File: config.mk
export PLATFORM = sky130hd
export DESIGN_NAME = sdram_arbiter_flat
export DESIGN_NICKNAME = d
export VERILOG_FILES = /design/src/rtl/n64_sdram_arb_pkg.sv /design/src/rtl/sdram_arbiter_if.sv /design/src/rtl/sdram_arb_slot.sv /design/src/rtl/sdram_arbiter.sv /design/src/flat_wrapper.sv
export SDC_FILE = /design/constraint.sdc
export NUM_CORES = 1
export LEC_CHECK = 0
export BUFFER_PORTS_ARGS = -buffer_cell sky130_fd_sc_hd__buf_2
export CORE_MARGIN = 4
export CORE_UTILIZATION = 54
export DETAILED_ROUTE_END_ITERATION = 10
export PLACE_DENSITY_LB_ADDON = 0.08
export SLEW_MARGIN = 15
export SYNTH_ARGS = -nofsm -noshare
export SYNTH_HDL_FRONTEND = slang
export SYNTH_SLANG_ARGS = --single-unit
File: constraint.sdc
create_clock -name clk1x -period 3.15 [get_ports clk1x]
set_clock_uncertainty 0.2 [all_clocks]
set_input_delay 0.1575 -clock clk1x [delete_from_list [all_inputs] [get_ports clk1x]]
set_output_delay 0.1575 -clock clk1x [all_outputs]
set_load 0.05 [all_outputs]
File: src/rtl/n64_sdram_arb_pkg.sv
// Shared types and constants for the three-requester SDRAM arbiter.
package n64_sdram_arb_pkg;

    localparam int ADDR_W          = 27;
    localparam int DATA_W          = 32;
    localparam int BE_W            = 4;
    localparam int NUM_REQ         = 3;
    localparam int TIMEOUT_DEFAULT = 4096;

    localparam logic [1:0] REQ_DL   = 2'd0;
    localparam logic [1:0] REQ_CART = 2'd1;
    localparam logic [1:0] REQ_SAVE = 2'd2;

    typedef enum logic [1:0] {
        ST_IDLE  = 2'd0,
        ST_ISSUE = 2'd1,
        ST_WAIT  = 2'd2
    } arb_state_t;

    typedef struct packed {
        logic              rnw;
        logic [ADDR_W-1:0] addr;
        logic [BE_W-1:0]   be;
        logic [DATA_W-1:0] din;
    } slot_t;

    // Download wins outright; cart and save alternate, last_rr remembers which of the two went last.
    function automatic logic [1:0] pick_grant(input logic [NUM_REQ-1:0] pend,
                                              input logic [1:0]         last_rr);
        logic [1:0] g;
        g = REQ_SAVE;
        if (pend[REQ_DL])
            g = REQ_DL;
        else if (pend[REQ_CART] && pend[REQ_SAVE])
            g = (last_rr == REQ_CART) ? REQ_SAVE : REQ_CART;
        else if (pend[REQ_CART])
            g = REQ_CART;
        return g;
    endfunction

endpackage

File: src/rtl/sdram_arbiter_if.sv
// Requester and SDRAM-channel signals of the arbiter; slave = arbiter, master = environment.
interface sdram_arbiter_if;
    import n64_sdram_arb_pkg::*;

    logic [NUM_REQ-1:0]             req_ena;
    logic [NUM_REQ-1:0]             req_rnw;
    logic [NUM_REQ-1:0][ADDR_W-1:0] req_addr;
    logic [NUM_REQ-1:0][BE_W-1:0]   req_be;
    logic [NUM_REQ-1:0][DATA_W-1:0] req_din;
    logic [NUM_REQ-1:0]             req_done;
    logic [DATA_W-1:0]              req_dout;

    logic                           sdram_ena;
    logic                           sdram_rnw;
    logic [ADDR_W-1:0]              sdram_Adr;
    logic [BE_W-1:0]                sdram_be;
    logic [DATA_W-1:0]              sdram_dataWrite;
    logic                           sdram_done;
    logic [DATA_W-1:0]              sdram_dataRead;

    logic                           timeout_err;
    logic                           busy;

    modport slave (
        input  req_ena, req_rnw, req_addr, req_be, req_din, sdram_done, sdram_dataRead,
        output req_done, req_dout, sdram_ena, sdram_rnw, sdram_Adr, sdram_be,
               sdram_dataWrite, timeout_err, busy
    );

    modport master (
        output req_ena, req_rnw, req_addr, req_be, req_din, sdram_done, sdram_dataRead,
        input  req_done, req_dout, sdram_ena, sdram_rnw, sdram_Adr, sdram_be,
               sdram_dataWrite, timeout_err, busy
    );

endinterface

File: src/rtl/sdram_arb_slot.sv
// One requester slot: pending flag plus captured command, a new request beats a same-edge clear.
// Latency: captured on the edge that samples set_req; repeats while pending (and not clearing) are dropped.
module sdram_arb_slot
    import n64_sdram_arb_pkg::*;
(
    input  logic  clk1x,
    input  logic  reset_n,
    input  logic  set_req,
    input  slot_t set_dat,
    input  logic  clr,
    output logic  pend,
    output slot_t slot
);

    always_ff @(posedge clk1x or negedge reset_n) begin
        if (!reset_n) begin
            pend <= 1'b0;
            slot <= '0;
        end else if (set_req && (!pend || clr)) begin
            pend <= 1'b1;
            slot <= set_dat;
        end else if (clr) begin
            pend <= 1'b0;
        end
    end

endmodule

File: src/rtl/sdram_arbiter.sv
// Three-way SDRAM arbiter: download has strict priority, cart/save round-robin, one access in flight.
// Latency: request to sdram_ena is 2 cycles, sdram_done to req_done 1 cycle; WAIT force-completes after TIMEOUT_CYCLES.
module sdram_arbiter
    import n64_sdram_arb_pkg::*;
#(
    parameter int TIMEOUT_CYCLES = TIMEOUT_DEFAULT
) (
    input  logic           clk1x,
    input  logic           reset_n,
    sdram_arbiter_if.slave bus
);

    localparam logic [15:0] TO_LAST = 16'(TIMEOUT_CYCLES - 1);

    logic [NUM_REQ-1:0] pend;
    logic [NUM_REQ-1:0] clr;
    slot_t              slot_q [NUM_REQ];

    for (genvar i = 0; i < NUM_REQ; i++) begin : g_slot
        slot_t set_dat;
        assign set_dat = '{rnw:  bus.req_rnw[i],
                           addr: bus.req_addr[i],
                           be:   bus.req_be[i],
                           din:  bus.req_din[i]};

        sdram_arb_slot u_slot (
            .clk1x   (clk1x),
            .reset_n (reset_n),
            .set_req (bus.req_ena[i]),
            .set_dat (set_dat),
            .clr     (clr[i]),
            .pend    (pend[i]),
            .slot    (slot_q[i])
        );
    end

    arb_state_t         state;
    logic [1:0]         grant;
    logic [1:0]         last_rr;
    logic [15:0]        wait_cnt;
    logic [NUM_REQ-1:0] done_r;
    logic [DATA_W-1:0]  dout_r;
    logic               ena_r;
    logic               to_r;
    slot_t              cmd_r;

    logic [1:0]         grant_nxt;
    logic               done_now;
    logic               to_now;
    logic               finish;

    always_comb begin
        grant_nxt = pick_grant(pend, last_rr);
        done_now  = (state == ST_WAIT) && bus.sdram_done;
        to_now    = (state == ST_WAIT) && !bus.sdram_done && (wait_cnt == TO_LAST);
        finish    = done_now || to_now;
        clr       = '0;
        if (finish)
            clr[grant] = 1'b1;
    end

    always_ff @(posedge clk1x or negedge reset_n) begin
        if (!reset_n) begin
            state    <= ST_IDLE;
            grant    <= REQ_DL;
            last_rr  <= REQ_SAVE;
            wait_cnt <= '0;
            done_r   <= '0;
            dout_r   <= '0;
            ena_r    <= 1'b0;
            to_r     <= 1'b0;
            cmd_r    <= '0;
        end else begin
            done_r <= '0;
            ena_r  <= 1'b0;
            to_r   <= 1'b0;
            case (state)
                ST_IDLE: begin
                    if (|pend) begin
                        grant <= grant_nxt;
                        cmd_r <= slot_q[grant_nxt];
                        ena_r <= 1'b1;
                        state <= ST_ISSUE;
                    end
                end
                ST_ISSUE: begin
                    wait_cnt <= '0;
                    state    <= ST_WAIT;
                end
                ST_WAIT: begin
                    if (finish) begin
                        done_r   <= NUM_REQ'(1) << grant;
                        dout_r   <= done_now ? bus.sdram_dataRead : '0;
                        to_r     <= to_now;
                        // Download grants leave the cart/save rotation where it was.
                        if (grant != REQ_DL)
                            last_rr <= grant;
                        wait_cnt <= '0;
                        state    <= ST_IDLE;
                    end else begin
                        wait_cnt <= wait_cnt + 16'd1;
                    end
                end
                default: state <= ST_IDLE;
            endcase
        end
    end

    assign bus.req_done        = done_r;
    assign bus.req_dout        = dout_r;
    assign bus.sdram_ena       = ena_r;
    assign bus.sdram_rnw       = cmd_r.rnw;
    assign bus.sdram_Adr       = cmd_r.addr;
    assign bus.sdram_be        = cmd_r.be;
    assign bus.sdram_dataWrite = cmd_r.din;
    assign bus.timeout_err     = to_r;
    assign bus.busy            = (state != ST_IDLE) || (|pend);

endmodule
File: src/flat_wrapper.sv
// flat-port wrapper written by rule: the top's interface ports become plain ports
module sdram_arbiter_flat import n64_sdram_arb_pkg::*;
#(
    parameter int TIMEOUT_CYCLES = TIMEOUT_DEFAULT
)
  (clk1x, reset_n, bus_req_ena, bus_req_rnw, bus_req_addr, bus_req_be, bus_req_din, bus_sdram_done, bus_sdram_dataRead, bus_req_done, bus_req_dout, bus_sdram_ena, bus_sdram_rnw, bus_sdram_Adr, bus_sdram_be, bus_sdram_dataWrite, bus_timeout_err, bus_busy);
  sdram_arbiter_if bus_i ();
  input  logic clk1x;
  input  logic reset_n;
  input wire logic [$bits(bus_i.req_ena)-1:0] bus_req_ena;
  input wire logic [$bits(bus_i.req_rnw)-1:0] bus_req_rnw;
  input wire logic [$bits(bus_i.req_addr)-1:0] bus_req_addr;
  input wire logic [$bits(bus_i.req_be)-1:0] bus_req_be;
  input wire logic [$bits(bus_i.req_din)-1:0] bus_req_din;
  input wire logic [$bits(bus_i.sdram_done)-1:0] bus_sdram_done;
  input wire logic [$bits(bus_i.sdram_dataRead)-1:0] bus_sdram_dataRead;
  output wire logic [$bits(bus_i.req_done)-1:0] bus_req_done;
  output wire logic [$bits(bus_i.req_dout)-1:0] bus_req_dout;
  output wire logic [$bits(bus_i.sdram_ena)-1:0] bus_sdram_ena;
  output wire logic [$bits(bus_i.sdram_rnw)-1:0] bus_sdram_rnw;
  output wire logic [$bits(bus_i.sdram_Adr)-1:0] bus_sdram_Adr;
  output wire logic [$bits(bus_i.sdram_be)-1:0] bus_sdram_be;
  output wire logic [$bits(bus_i.sdram_dataWrite)-1:0] bus_sdram_dataWrite;
  output wire logic [$bits(bus_i.timeout_err)-1:0] bus_timeout_err;
  output wire logic [$bits(bus_i.busy)-1:0] bus_busy;
  assign bus_i.req_ena = bus_req_ena;
  assign bus_i.req_rnw = bus_req_rnw;
  assign bus_i.req_addr = bus_req_addr;
  assign bus_i.req_be = bus_req_be;
  assign bus_i.req_din = bus_req_din;
  assign bus_i.sdram_done = bus_sdram_done;
  assign bus_i.sdram_dataRead = bus_sdram_dataRead;
  assign bus_req_done = bus_i.req_done;
  assign bus_req_dout = bus_i.req_dout;
  assign bus_sdram_ena = bus_i.sdram_ena;
  assign bus_sdram_rnw = bus_i.sdram_rnw;
  assign bus_sdram_Adr = bus_i.sdram_Adr;
  assign bus_sdram_be = bus_i.sdram_be;
  assign bus_sdram_dataWrite = bus_i.sdram_dataWrite;
  assign bus_timeout_err = bus_i.timeout_err;
  assign bus_busy = bus_i.busy;
  sdram_arbiter #(.TIMEOUT_CYCLES(TIMEOUT_CYCLES)) u_core (.clk1x(clk1x), .reset_n(reset_n), .bus(bus_i));
endmodule
==> results of run 1 <==
cells in the mapped netlist (2+ instances only):
cell	n	share of area (%)
a211oi_1	65	3.6
a21boi_0	2	0.11
a21oi_1	7	0.26
a22o_1	32	2.1
a22oi_1	2	0.11
a311oi_1	2	0.13
a31o_2	2	0.13
a31oi_1	3	0.14
and3_1	69	3.2
and4_1	3	0.20
buf_1	3	0.084
buf_6	6	0.50
clkbuf_1	73	2.0
dfrtp_1	317	59
ha_1	4	0.37
inv_1	10	0.28
mux2_1	60	5.0
mux2_2	132	11
mux2i_1	3	0.22
nand2_1	79	2.2
nand2b_1	4	0.19
nand3_1	7	0.26
nand4_1	8	0.37
nand4b_1	2	0.13
nor2_1	75	2.1
nor3_1	3	0.11
nor4_1	3	0.14
o211ai_1	5	0.28
o21ai_0	13	0.48
o2bb2ai_1	3	0.20
o31ai_1	64	3.6
or3_1	4	0.19
or4_1	2	0.11
xor2_1	4	0.26
final cells by class:
class	instances	area (µm²)
fill	1518	5470
clock inverter	4	22.5
antenna	6	15.0
inverter	10	37.5
tap	324	405
sequential	318	7960
multi-input combinational	674	5170
clock buffer	58	1080
timing repair buffer	588	4300
critical path, delay by kind of cell (launching register included):
family / cells / cell delay (ps)
AOI/OAI and AO/OA: 1 / 580
adders and majority gates: 1 / 290
buffers and inverters: 3 / 630
DFF: 1 / 390
muxes: 1 / 400
and+or+nand+nor: 2 / 220
routing by layer:
| metal | part of all wire [%] | GRT usage (%) |
|---|---|---|
| met1 | 40 | 37.2 |
| met2 | 50 | 47.8 |
| met3 | 6.4 | 6.07 |
| met4 | 3.8 | 12.1 |
| met5 | 0 | 0 |
how the worst min path moves through the flow:
stage	start	slack (ps)	endpoint
2_1_floorplan	reset_n	-340	u_core.bus.req_done[0]
3_3_place_gp	reset_n	-6	u_core.bus.sdram_dataWrite[3]
3_5_place_dp	reset_n	-10	u_core.bus.sdram_dataWrite[4]
4_1_cts	reset_n	60	u_core.g_slot[1].u_slot.slot[15]
5_1_grt	reset_n	90	u_core.bus.sdram_dataWrite[3]
6_report	reset_n	40	u_core.bus.sdram_dataWrite[3]
power groups by stage:
stage	clock network (mW)	registers (mW)	logic [mW]
after floorplan	0	8.32	2.78
after global placement	0	6.40	6.27
after detailed placement	0	6.45	6.42
after CTS	3.99	6.40	6.68
after global routing	4.18	6.62	7.22
final	3.93	6.46	6.74
state kept, by name, summed over array words and instances, names as in the netlist, 3 cells and up:
register                    flops
u_core.bus.sdram_Adr           27
u_core.g_slot.u_slot.pend       3
u_core.bus.req_dout            32
u_core.bus.sdram_be             4
u_core.wait_cnt                16
u_core.bus.req_done             3
u_core.bus.sdram_dataWrite     32
u_core.g_slot.u_slot.slot     192
logic make-up after synthesis:
kind of cell	synth area share (%)
mux	16.3
simple gates	9.50
buf+inv	2.90
xor+xnor	0.325
compound gates	11.6
fa+ha+maj	0.372
flops	59.1
repair_timing:
action,CTS,global route
hold endpoints to repair,424,0
hold buffers,230,0
gates resized for setup,0,0
stage by stage:
step	instances	util (%)
after floorplan	1084	-
after global placement	1684	63.6
after detailed placement	1684	63.6
after CTS	1976	77.6
after global routing	1981	77.6
final	1982	77.6
==> reports/metrics.cfg, run 1 <==
[drt]
dr.first_iter.drc_count=846
dr.pass1.iters=6
drt_wl_total_mm=40.3
viasPerCell=5.64
ant_nets=0
vias=11200
drcViolationCount=0
routedWlPerCell_um=20.3

[worst_setup_path]
cp-start-kind=flip-flop
rr_endpoint=u_core.g_slot[1].u_slot.slot[22]
crit_type=reg -> reg
crit_path_start=u_core.state[0]
cp_max_fo=52
cpPeakStageDelay_ps=580
crit_chain=inv_1 > ha_1 > nand2b_1 > nor4_2 > buf_4 > a31oi_4 > buf_12 > mux2_2
ff2ff_setup_slack_ps=270
reg2reg_from=u_core.state[0]
ff2ff_path_depth=8
endpoint=u_core.g_slot[1].u_slot.slot[22]
worstPathRequired_ps=3330
crit_arrival_ps=3060
cp_slowest_cell=a31oi_4
endpoint_kind=flip-flop

[worst_hold_path]
hold_path_class=in -> async

[placement]
dpl.hpwl_mm=23.3
place_area_um2=15600
routabilityCongestion=0.847
dp_slack_ps=311
port_buffers=331

[die]
core_um2=24500
io_pins=332
initial_utilization_pct=55.1
die_y_um=166
die_w_um=166
rows=57
dieArea_um2=27500

[sta]
hold_ws_ps=42.2
max_slew_margin_pct=43.1
rsz0062_at_grt=no
worst_slew_pin_slew_ps=854
fmax_mhz=348
hold_viol_final=0
fin_tns_setup_ps=0
drv_slew=0
layout_setup_ws_ps=273
fin_crit_sh_pct=91.3
period_needed_ps=2880
setup_violations=0

[cells_and_area]
layout_common_cells=buf_2, dfrtp_1, dlygate4sd3_1, mux2_2, nand2_1
layout_commonest_cell=buf_2
area_growth_pct=41.0
final_net_count=1861
drive_gt1_share_pct=33.4
stdcell_area_um2=19000

[outcome]
status=completed

[pwr]
internal_power_mw=10.4
power_frac_clock_pct=22.9
p_sw_share_pct=39.4
leakage_nw=9.01
ir_worst_vdd_uv=670
p_total_mw=17.1
power_frac_seq_pct=37.7
power.density_nw_per_um2=902
share_comb_of_total_power_pct=39.3
power.switching_mw=6.75

[clock_tree]
cts_tree=yes
clkLatencyLatePin_ps=500
post_cts_buffers=0
cts_root_buf=clkbuf_16
cts.sinks=318
htreeDepth=2
cts_buffers=35
cts_buffer_depth=3
clk_pin_slew_worst_paths_ps=60

[logic_synthesis]
ys_seq_elements=318
seq_area_frac_synth_pct=59.1
synth.cell_area_um2=13500
synth_nets=1318
synth_edf_count=0
synthDistinctLibCells=47
synth_ff_type=dfrtp_1
ys_warn_count=0
syn_inst=1084
synth-async-reset-ratio_pct=100
avgSynthCellArea_um2=12.4

[global_routing]
grt_usage_pct=28.8
grt_max_degree=89
grt_pass1_vias=11900
overflow=0
grt_first_pass_wirelength_mm=65.0
antenna_found_initial=5

[run]
maxCapViolCount=0

(Power assumes the default switching activity.)
==> inputs of run 2 (changes only) <==
Settings changed: ABC_AREA set to 1.
==> run 2 against run 1 <==
Global-route usage up 4.6 points. Final cell count up 27%. Register-to-register slack gained 30 ps. Die area grew 2.8%. Maximum frequency rose by 0.95%. Highest routed layer unchanged. Clock power up 6.4%. Critical path type unchanged. Utilization shrank 1.5 points. Power grew 14%. Combinational power is 23% higher. Sequential power increased by 9.6%. Critical path depth up 6.
==> reports/metrics.cfg, run 2 <==
[outcome]
status=completed

[sta]
fin_crit_sh_pct=90.5  ; -0.86 points
setup_violations=0  ; unchanged
drv_slew=0  ; unchanged
max_slew_margin_pct=40.8  ; -2.2 points
hold_viol_final=0  ; unchanged
period_needed_ps=2850  ; -27.1 ps
rsz0062_at_grt=no
hold_ws_ps=24.1  ; -18.1 ps
worst_slew_pin_slew_ps=887  ; +33.6 ps
fin_tns_setup_ps=0  ; unchanged
fmax_mhz=351  ; +0.95%

[clock_tree]
cts_root_buf=clkbuf_16
clkLatencyLatePin_ps=510  ; about the same
cts_resized=0  ; unchanged
hold_buffers=233  ; +1.3%
cts_buffer_depth=3  ; unchanged
clk_pin_slew_worst_paths_ps=60  ; about the same
cts_buffers=35  ; unchanged
cts_tree=yes
post_cts_buffers=0  ; unchanged
htreeDepth=2  ; unchanged
cts.sinks=318  ; unchanged

[placement]
routabilityCongestion=0.873  ; +3.2%
port_buffers=331  ; unchanged
dp_cells=2215  ; +32%
dpl.hpwl_mm=26.8  ; +15%
place_area_um2=15700  ; +0.82%

[global_routing]
grt_usage_pct=33.4  ; +4.6 points
grt_max_degree=98  ; +10%
antenna_found_initial=3  ; -2
grt_first_pass_wirelength_mm=76.2  ; +17%
overflow=0  ; unchanged
grt_pass1_vias=14200  ; +19%

[worst_setup_path]
endpoint=u_core.g_slot[2].u_slot.slot[31]
worstPathRequired_ps=3390  ; +60 ps
cp_max_fo=16  ; -69%
crit_path_start=u_core.state[0]
crit_arrival_ps=3090  ; +30 ps
endpoint_kind=flip-flop
ff2ff_path_depth=14  ; +6
cp-start-kind=flip-flop
reg2reg_from=u_core.state[0]
crit_type=reg -> reg
rr_endpoint=u_core.g_slot[2].u_slot.slot[31]
ff2ff_setup_slack_ps=300  ; +30 ps

[drt]
drcViolationCount=0  ; unchanged
dr.pass1.iters=6  ; unchanged
vias=14100  ; +26%
viasPerCell=5.61  ; -0.48%
drt_wl_total_mm=48.1  ; +19%
ant_nets=0  ; unchanged
routedWlPerCell_um=19.2  ; -5.7%
dr.first_iter.drc_count=1498  ; +77%

[logic_synthesis]
synth.cell_area_um2=13900  ; +3.0%
syn_inst=1638  ; +51%
synth_ff_type=dfrtp_1
avgSynthCellArea_um2=8.47  ; -32%
synth.most_common_cell=nand2_1
ys_warn_count=0  ; unchanged
ys_seq_elements=318  ; unchanged
yosysTopAreaCell=dfrtp_1
synth-async-reset-ratio_pct=100  ; unchanged
synth_common_cells=nand2_1, nand3_1, dfrtp_1
yosys-top-cells-area=dfrtp_1, nand2_1, nand3_1
synth_top_area_share_pct=57.2  ; -1.7 points
synth_nets=1872  ; +42%
synthDistinctLibCells=27  ; -43%
seq_area_frac_synth_pct=57.4  ; -1.7 points
synth_edf_count=0  ; unchanged

[cells_and_area]
area_growth_pct=38.6
layout_commonest_cell=nand2_1
max_flop_register=u_core.g_slot.u_slot.slot
largest_reg_flops=192  ; unchanged
layout_common_cells=nand2_1, buf_2, nand3_1, dfrtp_1, dlygate4sd3_1
stdcell_area_um2=19200  ; +1.2%
final_net_count=2389  ; +28%
layoutNonFillerInstCount=2511  ; +27%
drive_gt1_share_pct=20.2  ; -13 points

[die]
die_w_um=168  ; +1.4%
io_pins=332  ; unchanged
rows=58  ; +1.8%
core_um2=25300  ; +3.2%
dieArea_um2=28300  ; +2.8%
initial_utilization_pct=54.9  ; -0.15 points
die_y_um=168  ; +1.4%

[run]
maxCapViolCount=0  ; unchanged

[worst_hold_path]
hold_path_class=in -> reg

[pwr]
power.density_nw_per_um2=1020  ; +13%
ir_worst_vdd_uv=755  ; +13%
p_total_mw=19.6  ; +14%
leakage_nw=9.94  ; +10%

run 2: through the flow:
stage | utilization [%] | setup WS, ps
4_1_cts | 76.1 | 330
3_5_place_dp | 62.1 | 599
3_3_place_gp | 62.1 | 664
5_1_grt | 76.1 | 80.0
2_1_floorplan | - | 1090
6_report | 76.1 | 301
run 2: power breakdown:
part	switching (mW)	total [mW]	internal (mW)
sequential	1.11	7.08	5.97
combinational	6.01	8.32	2.31
clock	1.63	4.18	2.55
run 2: layout make-up:
type / instances / area [µm²]
Sequential cell: 318 / 7960
Timing Repair Buffer: 593 / 4370
Antenna cell: 3 / 7.51
Multi-Input combinational cell: 1119 / 4950
Clock buffer: 50 / 1080
Tap cell: 330 / 413
Fill cell: 1723 / 6030
Clock inverter: 10 / 103
Inverter: 88 / 330
run 2: cell families after synthesis:
logic type      after synthesis  synth area share (%)
compound gates              134                  5.07
xor+xnor                      7                 0.442
fa+ha+maj                     4                 0.361
buf+inv                     201                  7.05
flops                       318                  57.4
simple gates                974                  29.7
run 2: routing by layer:
layer	global-route usage, %	part of all wire (%)	vias up
li1	-	-	6309
met4	15.2	4.7	0
met1	44.0	38	6752
met2	54.0	47	854
met3	6.53	9.4	183
met5	0	0	-
run 2: critical path, cell delays in order, from the launching register on:
cell	delay, ps
dfrtp_1	390
inv_1	80
ha_1	220
inv_2	40
nor2_1	80
nand3_1	80
nor2_1	110
nand2_2	80
nand2_4	100
nand2_2	60
nand2_2	310
buf_4	300
nand3_1	90
dlygate4sd3_1	580
nand2_1	70
run 2: how the worst min path moves through the flow:
stage	start	end	slack, ps	cells after the start
after detailed placement	reset_n	u_core.bus.sdram_Adr[0]	50	1
after global routing	bus_req_ena[2]	u_core.g_slot[2].u_slot.slot[18]	30	4
after floorplan	reset_n	u_core.bus.req_done[0]	-340	0
after global placement	reset_n	u_core.bus.sdram_Adr[0]	60	1
final	bus_req_ena[2]	u_core.g_slot[2].u_slot.slot[45]	20	4
after CTS	bus_req_ena[2]	u_core.g_slot[2].u_slot.slot[30]	0.2	4
